File: src/rtl/seg7_scan_reader.sv
// seg7_scan_reader: recovers a 4-digit BCD frame from the active-low,
// multiplexed 7-segment bus so the stopwatch can read back its display.
// Ports:
//   clk, rst_n     : clock, async active-low reset
//   seg_in[0:6]    : segment lines a..g, active-low
//   dig_en[3:0]    : digit selects, active-low one-hot
//   err_clr        : sync clear of err / err_count
//   bcd_out[15:0]  : last complete frame, [15:12] = digit 3
//   frame_valid    : one-cycle pulse when bcd_out updates
//   err            : sticky bad-pattern flag
//   err_count[7:0] : saturating bad-pattern count
// Define SEG7_READER_ERRCNT_EN to build the err_count counter;
// otherwise err_count is tied to zero.
module seg7_scan_reader #(
    parameter int unsigned STABLE_CYC = 4
) (
    input  logic        clk,
    input  logic        rst_n,
    input  logic [0:6]  seg_in,
    input  logic [3:0]  dig_en,
    input  logic        err_clr,
    output logic [15:0] bcd_out,
    output logic        frame_valid,
    output logic        err,
    output logic [7:0]  err_count
);
    localparam logic [3:0] STAB = 4'(STABLE_CYC);

    typedef enum logic [1:0] {IDLE, SETTLE, HOLD} state_t;

    state_t      state_q, state_d;
    logic [3:0]  cnt_q, cnt_d, run;
    logic [3:0]  den_q;
    logic [0:6]  seg_q;
    logic [10:0] word, prev_q;
    logic        same, sel_ok, seg_ok;
    logic        cap, good, bad, full;
    logic [1:0]  pos;
    logic [3:0]  val;
    logic [3:0]  mask_q, mask_d;
    logic [15:0] shadow_q, shadow_d;

    assign word = {den_q, seg_q};
    // prev_q is the word the FSM saw last cycle; any
    // difference restarts the stability count.
    assign same = (word == prev_q);

    always_ff @(posedge clk or negedge rst_n) begin
        if (!rst_n) begin
            den_q  <= '1;
            seg_q  <= '1;
            prev_q <= '1;
        end else begin
            den_q  <= dig_en;
            seg_q  <= seg_in;
            prev_q <= word;
        end
    end

    always_comb begin
        sel_ok = 1'b1;
        pos    = 2'd0;
        unique case (1'b1)
            (den_q == 4'b1110): pos = 2'd0;
            (den_q == 4'b1101): pos = 2'd1;
            (den_q == 4'b1011): pos = 2'd2;
            (den_q == 4'b0111): pos = 2'd3;
            default:            sel_ok = 1'b0;
        endcase
    end

    always_comb begin
        seg_ok = 1'b1;
        val    = 4'd0;
        case (seg_q)
            7'b0000001: val = 4'd0;
            7'b1001111: val = 4'd1;
            7'b0010010: val = 4'd2;
            7'b0000110: val = 4'd3;
            7'b1001100: val = 4'd4;
            7'b0100100: val = 4'd5;
            7'b0100000: val = 4'd6;
            7'b0001101: val = 4'd7;
            7'b0000000: val = 4'd8;
            7'b0000100: val = 4'd9;
            default:    seg_ok = 1'b0;
        endcase
    end

    always_ff @(posedge clk or negedge rst_n) begin
        if (!rst_n) begin
            state_q <= IDLE;
            cnt_q   <= '0;
        end else begin
            state_q <= state_d;
            cnt_q   <= cnt_d;
        end
    end

    // run is the stable-cycle count including this cycle; a
    // fresh word starts at 1 so STABLE_CYC=1 captures at once.
    always_comb begin
        state_d = state_q;
        cnt_d   = cnt_q;
        cap     = 1'b0;
        run     = (state_q == SETTLE && same) ? cnt_q + 4'd1 : 4'd1;
        if (!sel_ok) begin
            state_d = IDLE;
            cnt_d   = '0;
        end else if (!(state_q == HOLD && same)) begin
            cnt_d = run;
            if (run == STAB) begin
                state_d = HOLD;
                cap     = 1'b1;
            end else begin
                state_d = SETTLE;
            end
        end
    end

    assign good = cap & seg_ok;
    assign bad  = cap & ~seg_ok;
    assign full = (mask_q == 4'hF);

    // A full mask publishes on this edge; a capture on the
    // same edge already belongs to the next frame.
    always_comb begin
        mask_d   = full ? 4'h0 : mask_q;
        shadow_d = shadow_q;
        if (good) begin
            mask_d[pos]                 = 1'b1;
            shadow_d[{pos, 2'b00} +: 4] = val;
        end
    end

    always_ff @(posedge clk or negedge rst_n) begin
        if (!rst_n) begin
            mask_q      <= '0;
            shadow_q    <= '0;
            bcd_out     <= '0;
            frame_valid <= 1'b0;
            err         <= 1'b0;
        end else begin
            mask_q      <= mask_d;
            shadow_q    <= shadow_d;
            frame_valid <= full;
            if (full) begin
                bcd_out <= shadow_q;
            end
            if (bad) begin
                err <= 1'b1;
            end else if (err_clr) begin
                err <= 1'b0;
            end
        end
    end

`ifdef SEG7_READER_ERRCNT_EN
    logic [7:0] ecnt_q;

    // A bad capture beats a simultaneous clear: count restarts at 1.
    always_ff @(posedge clk or negedge rst_n) begin
        if (!rst_n) begin
            ecnt_q <= '0;
        end else if (bad) begin
            if (err_clr) begin
                ecnt_q <= 8'd1;
            end else if (ecnt_q != 8'hFF) begin
                ecnt_q <= ecnt_q + 8'd1;
            end
        end else if (err_clr) begin
            ecnt_q <= '0;
        end
    end

    assign err_count = ecnt_q;
`else
    assign err_count = 8'h00;
`endif

endmodule

File: config.mk
export PLATFORM = sky130hd
export DESIGN_NAME = seg7_scan_reader
export DESIGN_NICKNAME = d
export VERILOG_FILES = /design/src/rtl/seg7_scan_reader.sv
export SDC_FILE = /design/constraint.sdc
export NUM_CORES = 1
export LEC_CHECK = 0
export ABC_AREA = 1
export CORE_MARGIN = 3
export CORE_UTILIZATION = 50
export DETAILED_ROUTE_END_ITERATION = 7
export HOLD_SLACK_MARGIN = 0.12
export MAX_ROUTING_LAYER = met4
export PLACE_DENSITY = 0.76
export REMOVE_ABC_BUFFERS = 1
export SYNTH_ARGS = -nofsm -noshare
export SYNTH_HDL_FRONTEND = slang
export SYNTH_SLANG_ARGS = --single-unit
File: constraint.sdc
create_clock -name clk -period 2.1 [get_ports clk]
set_clock_uncertainty 0.1 [all_clocks]
set_input_delay 0.525 -clock clk [delete_from_list [all_inputs] [get_ports clk]]
set_output_delay 0.525 -clock clk [all_outputs]
set_load 0.005 [all_outputs]
==> impl_metrics.tcl <==
set metrics [dict create \
    status "complete, no violations" \
    fin_util_pct 71.5 \
    hp-class "register to register" \
    hold_slack_ns 0.296 \
    clk_latency_ns 0.35 \
    critPathKind "register to register" \
    rr_startpoint "seg_q[2]" \
    tritoncts "done" \
    yosys.area.top_type_share_pct 33.5 \
    rows 28 \
    crit_buf_inv 2 \
    ant_nets 0 \
    endpoint_kind "register" \
    dieWidth_um 87.0 \
    rsz0062_at_grt "yes" \
    grt_overflow 0 \
    num-fill-cells 432 \
    detail_route.wl_per_cell_um 13.1 \
    nets 495 \
    final_cell_mix "139 x nand2_1, 44 x dfrtp_1, 37 x buf_4" \
    path_max_fanout 10 \
    gp_congestion 0.859 \
    max_stage_delay_ns 0.56 \
    p_leak_uw 0.00223 \
    yosys_register_bits 66 \
    drive_gt1_share_pct 25.9 \
    cp.required_ns 2.29 \
    port_buffers 31 \
    finalCriticalPeriod_ns 2.06 \
    cts_sinks 66 \
    pin_count 40 \
    vdd_drop_max_uv 482 \
    fin_crit_sh_pct 98.0 \
    dr.pass1.iters 4 \
    finalSetupViolCount 0 \
    antenna_found_initial 0 \
    ys_seq_area_share_pct 51.1 \
    synth_area_per_cell_um2 8.29 \
    wirelength_um 7230 \
    startpoint "seg_q[2]" \
    cp_data_arrival_time_ns 2.25 \
    dieArea_um2 7570 \
    clk_path_buf_depth 2 \
    hp-start "den_q[2]" \
    yosys.area.top_type "dfrtp_1" \
    drtIter0Drc 189 \
    diodes 0 \
    slowest_stage "dfstp_2" \
    initial_core_util_pct 53.6 \
    dp_worst_setup_slack_ns -0.503 \
    drc 0 \
    setup_ws_ns 0.0425 \
    vias_per_cell 5.06 \
    crit_family "simple AND/OR/NAND/NOR gates" \
    power.density_nw_per_um2 666 \
    first_global_vias 2588 \
    vias 2796 \
    grt_usage_pct 20.0 \
    regArea_um2 1680 \
    synth_top_cells_by_area "dfrtp_1 34%, dfstp_2 18%, nand2_1 17%, nor2_1 4.2%, inv_1 3.9%" \
    core_um2 6130 \
    syn-cell-area_um2 3280 \
    grt_max_degree 67 \
    syn_inst 396 \
    cts_root_buf "clkbuf_8" \
    dp_hpwl_um 4610 \
    layout_commonest_cell "nand2_1" \
    yosysUniqueCellTypes 31 \
    drv_slew 0 \
    crit_path_start_kind "register" \
    grt_pass1_wl_um 11500 \
    die_y_um 87.0 \
    ctsHtreeMaxLevel 3 \
    max_freq_mhz 486 \
    clkTransAtPathRegs_ns 0.07 \
    ys.warnings.count 0 \
    syn_to_final_growth_pct 33.5 \
    numCtsBuffers 9 \
    worstPathCellList "buf_4 -> nand2_1 -> nand2_1 -> nand2_1 -> nor2_1 -> nand2_1 -> nor2_2 -> nand4_1 -> buf_4 -> nor2_4 -> nand4_1 -> nand2_1" \
    cp_common_cell "nand2_1" \
    hold_violations 0 \
    cap_violations 0 \
    multi_input_area_um2 1530 \
]
[power by group]
part           switching (uW)  internal (uW)
combinational             168            124
clock                     477            812
sequential               23.2           1310
total                     668           2250
[worst register-to-register path: stages, from the launching register on]
cell	delay, ns
dfstp_2	0.56
buf_4	0.12
nand2_1	0.04
nand2_1	0.06
nand2_1	0.04
nor2_1	0.13
nand2_1	0.09
nor2_2	0.11
nand4_1	0.10
buf_4	0.19
nor2_4	0.22
nand4_1	0.14
nand2_1	0.09
[cell type report]
type	instances	area share (%)
tap	75	2.14
clock buffer	10	3.14
inverter	39	3.40
timing repair buffer	74	15.6
clock inverter	6	2.37
multi-input combinational	283	35.0
sequential	66	38.3
[cells in the mapped netlist, drive strengths merged]
cell type / count
ha: 8
inv: 37
xnor2: 5
buf: 14
nor3: 3
a31oi: 1
nor4: 1
o22ai: 1
clkbuf: 3
a21oi: 3
nor2: 41
nand4: 25
nand2: 150
conb: 1
nand3: 19
nand3b: 1
clkinv: 2
o21ai: 10
dfrtp: 44
dfstp: 22
xor2: 5
[cell families after synthesis]
kind of cell	share of synthesized area (%)
XOR/XNOR	2.67
flip-flops	51.1
adder cells (fa/ha/maj)	3.05
AO/OA/AOI/OAI	2.67
buffers and inverters	8.27
other	0.114
AND/OR/NAND/NOR	32.1
[flip-flops by register name, summed over array words and instances (netlist names)]
name,cells
err,1
mask_q,4
shadow_q,16
frame_valid,1
prev_q,11
seg_q,7
den_q,4
state_q,2
cnt_q,4
bcd_out,16
[routing by layer]
metal	GRT usage, %	part of all wire [%]	routed length, um	vias to the layer above
met4	8.50	2.0	148	0
li1	-	-	-	1391
met2	30.6	49	3540	90
met1	25.6	44	3160	1299
met3	4.35	5.2	378	16
met5	-	0	0	-
[metrics by stage]
stage,cells,TNS (ns),power [uW],instance area (um2)
2_1_floorplan,386,-0.179,1470,3180
3_3_place_gp,524,-7.38,1590,3850
3_5_place_dp,524,-9.44,1600,3850
4_1_cts,544,0,2910,4190
5_1_grt,553,-0.880,3030,4380
6_report,553,0,2920,4380
[what timing repair did]
action | 4_1_cts | 5_1_grt
pin swaps | 6 | 13
gates cloned | 0 | 2
endpoints found under the setup margin | 21 | 26
setup buffers | 5 | 8
hold buffers | 1 | 0
endpoints found under the hold margin | 44 | 0
gates resized for setup | 8 | 33
[final timing paths]
check	slack, ns	cells past startpoint	endpoint
worst min register to register	0.30	0	prev_q[9]
worst max-delay path	0.04	12	shadow_q[4]
worst min-delay path	0.30	0	prev_q[9]
worst max register to register	0.04	12	shadow_q[4]
max in group asynchronous	0.97	3	prev_q[0]
min in group asynchronous	0.62	3	cnt_q[0]
No activity file was read; power rests on OpenSTA's default activity.
